`src/rtl/i2s_dac_serializer.sv`:
```
// rtl/i2s_dac_serializer.sv - I2S DAC output stage with double-buffered L/R samples.
// BCLK/LRCK by integer division; MSB-first data with one-bit delay; sticky overrun/underrun.
module i2s_dac_serializer #(
  parameter int AUD_BIT_DEPTH = 24,
  parameter int SLOT_BITS     = 32,
  parameter int BCLK_DIV      = 4
) (
  input  logic                     sCLK_XVXENVS,
  input  logic                     reset_reg_N,
  input  logic                     sample_stb,
  input  logic [AUD_BIT_DEPTH-1:0] lsound_in,
  input  logic [AUD_BIT_DEPTH-1:0] rsound_in,
  input  logic                     status_clr,
  output logic                     AUD_BCLK,
  output logic                     AUD_DACLRCK,
  output logic                     AUD_DACDAT,
  output logic                     frame_start,
  output logic                     overrun,
  output logic                     underrun
);
  localparam int DW = (BCLK_DIV > 1) ? $clog2(BCLK_DIV) : 1;
  localparam int BW = $clog2(2 * SLOT_BITS);
  localparam logic [DW-1:0] DIV_LAST = DW'(BCLK_DIV - 1);
  localparam logic [BW-1:0] BIT_LAST = BW'(2 * SLOT_BITS - 1);
  localparam logic [BW-1:0] SLOT_N   = BW'(SLOT_BITS);
  localparam logic [BW-1:0] DEPTH_N  = BW'(AUD_BIT_DEPTH);

  logic [DW-1:0]            div_cnt_q, div_cnt_d;
  logic [BW-1:0]            bit_cnt_q, bit_cnt_d;
  logic                     bclk_q, bclk_d, lrck_q, lrck_d, dat_q, dat_d;
  logic [AUD_BIT_DEPTH-1:0] pend_l_q, pend_l_d, pend_r_q, pend_r_d;
  logic [AUD_BIT_DEPTH-1:0] act_l_q, act_l_d, act_r_q, act_r_d;
  logic                     pend_valid_q, pend_valid_d;
  logic                     overrun_q, overrun_d, underrun_q, underrun_d;

  logic                     wrap, fall, frame_load, ovr_set, und_set;
  logic [BW-1:0]            slot_idx;
  logic [AUD_BIT_DEPTH-1:0] word, shifted;

  always_comb begin
    div_cnt_d    = div_cnt_q;
    bit_cnt_d    = bit_cnt_q;
    bclk_d       = bclk_q;
    lrck_d       = lrck_q;
    dat_d        = dat_q;
    pend_l_d     = pend_l_q;
    pend_r_d     = pend_r_q;
    act_l_d      = act_l_q;
    act_r_d      = act_r_q;
    pend_valid_d = pend_valid_q;
    slot_idx     = '0;
    word         = '0;
    shifted      = '0;

    wrap       = (div_cnt_q == DIV_LAST);
    fall       = wrap && bclk_q;
    frame_load = fall && (bit_cnt_q == BIT_LAST);
    ovr_set    = sample_stb && pend_valid_q && !frame_load;
    und_set    = frame_load && !pend_valid_q;

    div_cnt_d = wrap ? '0 : div_cnt_q + 1'b1;
    if (wrap) bclk_d = ~bclk_q;

    // Load uses the old pending word, so a coincident strobe lands in pending.
    if (frame_load && pend_valid_q) begin
      act_l_d = pend_l_q;
      act_r_d = pend_r_q;
    end
    if (sample_stb) begin
      pend_l_d     = lsound_in;
      pend_r_d     = rsound_in;
      pend_valid_d = 1'b1;
    end else if (frame_load) begin
      pend_valid_d = 1'b0;
    end

    if (fall) begin
      bit_cnt_d = frame_load ? '0 : bit_cnt_q + 1'b1;
      lrck_d    = (bit_cnt_d >= SLOT_N);
      slot_idx  = lrck_d ? bit_cnt_d - SLOT_N : bit_cnt_d;
      word      = lrck_d ? act_r_d : act_l_d;
      shifted   = word >> (DEPTH_N - slot_idx);
      dat_d     = (slot_idx != '0) && (slot_idx <= DEPTH_N) && shifted[0];
    end

    overrun_d  = ovr_set || (overrun_q && !status_clr);
    underrun_d = und_set || (underrun_q && !status_clr);
  end

  always_ff @(posedge sCLK_XVXENVS or negedge reset_reg_N) begin
    if (!reset_reg_N) begin
      div_cnt_q    <= '0;
      bit_cnt_q    <= '0;
      bclk_q       <= 1'b0;
      lrck_q       <= 1'b0;
      dat_q        <= 1'b0;
      pend_l_q     <= '0;
      pend_r_q     <= '0;
      act_l_q      <= '0;
      act_r_q      <= '0;
      pend_valid_q <= 1'b0;
      overrun_q    <= 1'b0;
      underrun_q   <= 1'b0;
    end else begin
      div_cnt_q    <= div_cnt_d;
      bit_cnt_q    <= bit_cnt_d;
      bclk_q       <= bclk_d;
      lrck_q       <= lrck_d;
      dat_q        <= dat_d;
      pend_l_q     <= pend_l_d;
      pend_r_q     <= pend_r_d;
      act_l_q      <= act_l_d;
      act_r_q      <= act_r_d;
      pend_valid_q <= pend_valid_d;
      overrun_q    <= overrun_d;
      underrun_q   <= underrun_d;
    end
  end

  assign AUD_BCLK    = bclk_q;
  assign AUD_DACLRCK = lrck_q;
  assign AUD_DACDAT  = dat_q;
  assign frame_start = frame_load;
  assign overrun     = overrun_q;
  assign underrun    = underrun_q;
endmodule

```
`config.mk`:
```
export PLATFORM = sky130hd
export DESIGN_NAME = i2s_dac_serializer
export DESIGN_NICKNAME = d
export VERILOG_FILES = /design/src/rtl/i2s_dac_serializer.sv
export SDC_FILE = /design/constraint.sdc
export NUM_CORES = 1
export LEC_CHECK = 0
export BUFFER_PORTS_ARGS = -buffer_cell sky130_fd_sc_hd__buf_2
export CORE_MARGIN = 2
export CORE_UTILIZATION = 50
export CTS_BUF_LIST = sky130_fd_sc_hd__clkbuf_8 sky130_fd_sc_hd__clkbuf_16
export DETAILED_ROUTE_END_ITERATION = 7
export PLACE_DENSITY_LB_ADDON = 0.2
export SYNTH_ARGS = -nofsm -noshare
export SYNTH_HDL_FRONTEND = slang
export SYNTH_SLANG_ARGS = --single-unit
```
`constraint.sdc`:
```
create_clock -name sCLK_XVXENVS -period 2.4 [get_ports sCLK_XVXENVS]
set_input_delay 0.36 -clock sCLK_XVXENVS [delete_from_list [all_inputs] [get_ports sCLK_XVXENVS]]
set_output_delay 0.36 -clock sCLK_XVXENVS [all_outputs]
set_load 0.02 [all_outputs]
```
# Yosys cells after proc, flatten, opt, wreduce, memory -nomap -nowiden
# Cells that the tools add are included.
totals:
  reg_bits: 110
  inputBits: 52
  output_inout_bits: 6
  word_cells: 47
op_classes:
  addsub: 4
  n_lt_le_gt_ge: 2
  n_eq_ne: 2
  n_shift: 1
  mux: 8
  bitwise_logic: 1
  n_reduce_logical: 17
ops:
  columns: ["cell", "count"]
  rows:
  - ["24-bit two-way mux", 3]
  - ["24-bit by 6-bit >> shifter with 1-bit output", 1]
  - ["6-bit two-way mux", 2]
  - ["1-bit logical AND", 10]
  - ["6-bit by 1-bit adder with 6-bit output, second input constant", 1]
  - ["6-bit == test, second input constant", 1]
  - ["6-bit greater-or-equal comparator, second input constant", 1]
  - ["6-bit by 5-bit <= comparator with 1-bit output, second input constant", 1]
  - ["6-bit nonzero test", 1]
  - ["5-bit by 6-bit subtractor with 6-bit output, first input constant", 1]
  - ["6-bit subtractor, second input constant", 1]
  - ["1-bit logical NOT", 3]
  - ["2-bit by 1-bit adder with 2-bit output, second input constant", 1]
  - ["2-bit == test, second input constant", 1]
  - ["1-bit logical OR", 2]
  - ["1-bit two-way mux", 2]
  - ["2-bit two-way mux", 1]
  - ["2-bit nonzero test", 1]
  - ["1-bit inverter", 1]

# Logic depth before layout (Yosys ltp)
depth:
  ltp_word: 9
  ltp_mapped: 12
  mapped_depth_nobuf: 10

# Worst setup path before layout
# No wires, ideal clock.
synth_timing:
  kind: "reg-to-reg"
  start: "reg bit_cnt_q[1]"
  end: "reg dat_q, in the netlist AUD_DACDAT"
  setup_time_ns: 0.135
  t_arrival_ns: 2.423
  t_required_ns: 2.265
  setup_slack_ns: -0.158
  stages_incl_launch_ff: 13
  path_buffers: 3
  synth_period_minus_slack_ns: 2.558
  path_cell_list: "dfrtp_1 > ha_1 > buf_4 > nand4_2 > or3_1 > buf_6 > buf_8 > mux2_2 > mux2_2 > a22oi_2 > a31oi_1 > o31ai_1 > o211ai_1"
synth_via:
  elab_cells_between_ends: 17
  classes_between: "add/sub (3); order compare (2); eq/ne (1); shift (1); mux (5); reduce/logical (5)"
synth_rtl:
  columns: ["element", "line_no", "rtl"]
  rows:
  - ["start, declared", "29", "logic [BW-1:0] bit_cnt_q, bit_cnt_d;"]
  - ["start signal, assigned", "106", "bit_cnt_q <= bit_cnt_d;"]
  - ["6-bit == test", "57", "frame_load = fall && (bit_cnt_q == BIT_LAST);"]
  - ["1-bit logical AND", "57", null]
  - ["1-bit logical AND", "65", "if (frame_load && pend_valid_q) begin"]
  - ["24-bit two-way mux", "65", null]
  - ["net act_l_d[4]", "32", "logic [AUD_BIT_DEPTH-1:0] act_l_q, act_l_d, act_r_q, act_r_d;"]
  - ["24-bit two-way mux", "81", "word = lrck_d ? act_r_d : act_l_d;"]
  - ["24-bit by 6-bit >> shifter with 1-bit output", "82", "shifted = word >> (DEPTH_N - slot_idx);"]
  - ["1-bit logical AND", "83", "dat_d = (slot_idx != '0) && (slot_idx <= DEPTH_N) && shifted[0];"]
  - ["end signal, assigned", "109", "dat_q <= dat_d;"]
  - ["end, declared", "30", "logic bclk_q, bclk_d, lrck_q, lrck_d, dat_q, dat_d;"]
# The timed path passes the listed nets, and every way through them passes these cells.
# A chain may end at the register's enable or synchronous reset.

# Final worst setup path
layout_timing:
  start: "reg div_cnt_q[0]"
  end: "reg dat_q, in the netlist AUD_DACDAT"
layout_via:
  elab_chain_cells: 9
  elab_cells_between_ends: 17
  classes_between: "add/sub (2); order compare (2); eq/ne (1); shift (1); mux (5); reduce/logical (6)"
layout_rtl:
  columns: ["element", "line_no", "rtl"]
  rows:
  - ["start, declared", "28", "logic [DW-1:0] div_cnt_q, div_cnt_d;"]
  - ["start signal, assigned", "105", "div_cnt_q <= div_cnt_d;"]
  - ["2-bit == test *", "55", "wrap = (div_cnt_q == DIV_LAST);"]
  - ["1-bit logical AND *", "56", "fall = wrap && bclk_q;"]
  - ["1-bit logical AND", "57", null]
  - ["6-bit two-way mux", "78", "bit_cnt_d = frame_load ? '0 : bit_cnt_q + 1'b1;"]
  - ["6-bit subtractor or 6-bit greater-or-equal comparator (tied branches)", "80, 79", null]
  - ["6-bit two-way mux", "80", "slot_idx = lrck_d ? bit_cnt_d - SLOT_N : bit_cnt_d;"]
  - ["5-bit by 6-bit subtractor with 6-bit output (tied with other cells)", "82", null]
  - ["24-bit by 6-bit >> shifter with 1-bit output or 1-bit logical AND (tied branches)", "82, 83", null]
  - ["1-bit logical AND", "83", null]
# Every way passes the cells marked *; elsewhere a longest branch is shown, timed or not.

==> results.md <==
- Overall die width: 106 um
- Synthesis-stage register bit count: 110
- Hold slack: 150 ps
- Min-delay worst type: in -> reg
- Worst-path clk slew: around 110 ps
- RSZ-0062 raised after global routing: yes
- Flop2flop setup slack: -140 ps
- Synth top area share: 53.4%
- Synth warn: 0
- Site Rows: 37
- VDD IR max: 619 uV
- Post-synth EDFFs: 0
- Synthesized cell area: a little over 5000 um^2
- Core ar.: around 10,000 um^2
- Die area: 11,100 um^2
- GRT Total Usage: 22.9%
- Syn avg cell area: about 10 um^2
- Pleak: approximately 3.0 nW
- Clk buf depth: 2
- Routed vias: roughly 3,900
- Synth top cells by count: nand2_1, dfrtp_1, mux2_2
- Initial antenna violation count: 0
- Antenna Nets Post-Route: 0
- Drt total wl: 11,800 um
- Area Overhead vs Synth: 21.0%
- Final Max Slew Viols: 0
- Initial Utilization: 50.7%
- # fillers: 884
- Max-Cap Viols: 0
- Failing checks: negative setup slack
- Synth cell types: 52
- CTS tree: built
- Final Skew: 8.31 ps
- Syn_nets: between 500 and 600
- Status: complete, but fails checks
- Worst Hold Path Cells: 2
- Req. time, crit path: roughly 2700 ps
- Layout cells sized above 1: 35.5%
- CTS H-tree depth: 3
- Final Core Density: 61.3%
- TritonCTS Buffers: 9
- Fin crit share: 106%
- Max Fclk: between 300 and 400 MHz
- NumNets Final: 649
- Synth area leaders: dfrtp_1, mux2_2, nand2_1
- PwrDens: 535 nW/um^2
- Avg WL per Cell: 16.1 um
- Register area share after synthesis: 53.4%
- Slew HR: 69.0%
- Crit path max fanout: 7
- Critical path class: reg -> reg
- Crit start category: flip-flop
- Die height: approximately 110 um
- Primary FF master, synth: dfrtp_1
- Largest net degree at the start of global routing: 64
- Starting DRT DRC Count: 246
- R2r endpoint: AUD_DACDAT
- Count of input and output buffers: 57
- Design area: between 6000 and 7000 um^2
- Clock latency on the worst-skew pair: approximately 390 ps
- Top-count cell post-synth: nand2_1
- TritonCTS sink count: 110
- Routability-driven placement congestion ratio: slightly below 0.9
- First-pass iteration count of the detailed router: 4
- Hold path endpoint: overrun
- Ports: between 50 and 60
- Via-to-Cell Ratio: around 5.3
- Clk Tree Root Cell: clkbuf_8
- Asr flop ratio synth: 100%
- N_diodes: 0
- Setup Viol. Count Final: 1
- Arrival time at the worst endpoint: 2800 ps
- Kind of end point of the critical path: flip-flop
- Worst Tran Pin Value: 464 ps
- Reg2Reg Launch Point: div_cnt_q[0]
- Post-Syn Instances: 499
- Worst Min Path Start: status_clr
- Hold Fails Final Rpt: 0
- Slack of the critical path: -139 ps
- Setup Total Neg Slack: -139 ps
- Pre-CTS setup slack: -267 ps
- Fin crit period: 2540 ps
- First-pass GRT wire length: 20,100 um
- Dpl cell area: 5910 um^2
- R2r worst-path depth: 11
- Largest area contributor in the netlist: dfrtp_1
- Total grt overflow: 0
- Vias in the first global route: 4,026
- Final HPWL DP: 8530 um
- Residual DRC count: 0
-- metal layers --
metal	up-vias	global-route usage (%)	part of all wire (%)
met5	-	0	0
met1	1920	30.6	45
met4	0	6.20	1.3
li1	1913	-	-
met3	13	5.69	5.0
met2	90	37.5	49
-- cell usage in the layout (no fill, tap or decap), drive strengths merged, types with 8 or more instances in the layout --
cell,instances
inv,12
nand3,9
nor2,17
dfrtp,110
mux2i,8
a21oi,10
clkbuf,9
buf,117
o21ai,12
nor3,17
mux2,63
nand2,131
-- final cells by class --
class / instances / area [um^2] / share of cell area, %
inverters: 9 / 33.8 / 0.541
flip-flops and latches: 110 / 2750 / 44.1
repair buffers: 118 / 793 / 12.7
multi-input cells: 347 / 2280 / 36.6
clock inverters: 7 / 85.1 / 1.36
well taps: 136 / 170 / 2.73
clock buffers: 9 / 124 / 1.98
-- worst max-delay path by stage --
stage                      end  cells past startpoint    startpoint  slack [ps]
floorplan           AUD_DACDAT                     12  bit_cnt_q[1]        -150
global placement    AUD_DACDAT                     12  div_cnt_q[0]        -180
detailed placement  AUD_DACDAT                     12  div_cnt_q[0]        -270
CTS                 AUD_DACDAT                     11  bit_cnt_q[0]         -80
finish              AUD_DACDAT                     11  div_cnt_q[0]        -140
global route        AUD_DACDAT                     11  div_cnt_q[0]        -240
-- sequential cells by signal (all words and copies together), names as in the netlist --
name,cells
AUD_BCLK,1
AUD_DACDAT,1
AUD_DACLRCK,1
act_l_q,24
act_r_q,24
bit_cnt_q,6
div_cnt_q,2
overrun,1
pend_l_q,24
pend_r_q,24
pend_valid_q,1
underrun,1
-- critical path, cell delays in order, from the launching register on --
cell and delay, ps:
dfrtp_1 380, ha_2 200, buf_4 140, and4_4 240, nor2_2 60, o22ai_2 150
buf_4 220, mux2_2 350, a2bb2oi_1 150, and4_1 170, o31ai_2 250, o211ai_1 120
-- kinds of logic (layout without fill, tap and decap cells) --
group,Yosys count,in the layout,share of synthesized area (%)
multiplexers,71,71,15.3
adder cells (fa/ha/maj),2,2,0.485
AND/OR/NAND/NOR,200,200,17.0
buffers and inverters,42,143,3.66
AO/OA/AOI/OAI,66,66,8.80
XOR/XNOR,8,8,1.36
flip-flops,110,110,53.4
-- where the power goes --
group | switching [mW] | internal, mW
Sequential | 0.0489 | 1.93
Clock | 0.662 | 0.499
Combinational | 0.0829 | 0.112
Total | 0.794 | 2.54
-- timing repair --
item,CTS,global route
buffers inserted,2,3
resized for setup,15,3
hold buffers,1,0
endpoints found under the setup margin,2,2
endpoints found under the hold margin,11,0
gates cloned,1,0
pin swaps,8,1
-- per-stage QoR --
step / total power [mW] / std cells
2_1_floorplan: 2.10 / 499
3_3_place_gp: 2.20 / 713
3_5_place_dp: 2.22 / 713
4_1_cts: 3.38 / 733
5_1_grt: 3.48 / 736
6_report: 3.34 / 736
Note: power is estimated with default switching activity, not from simulation.
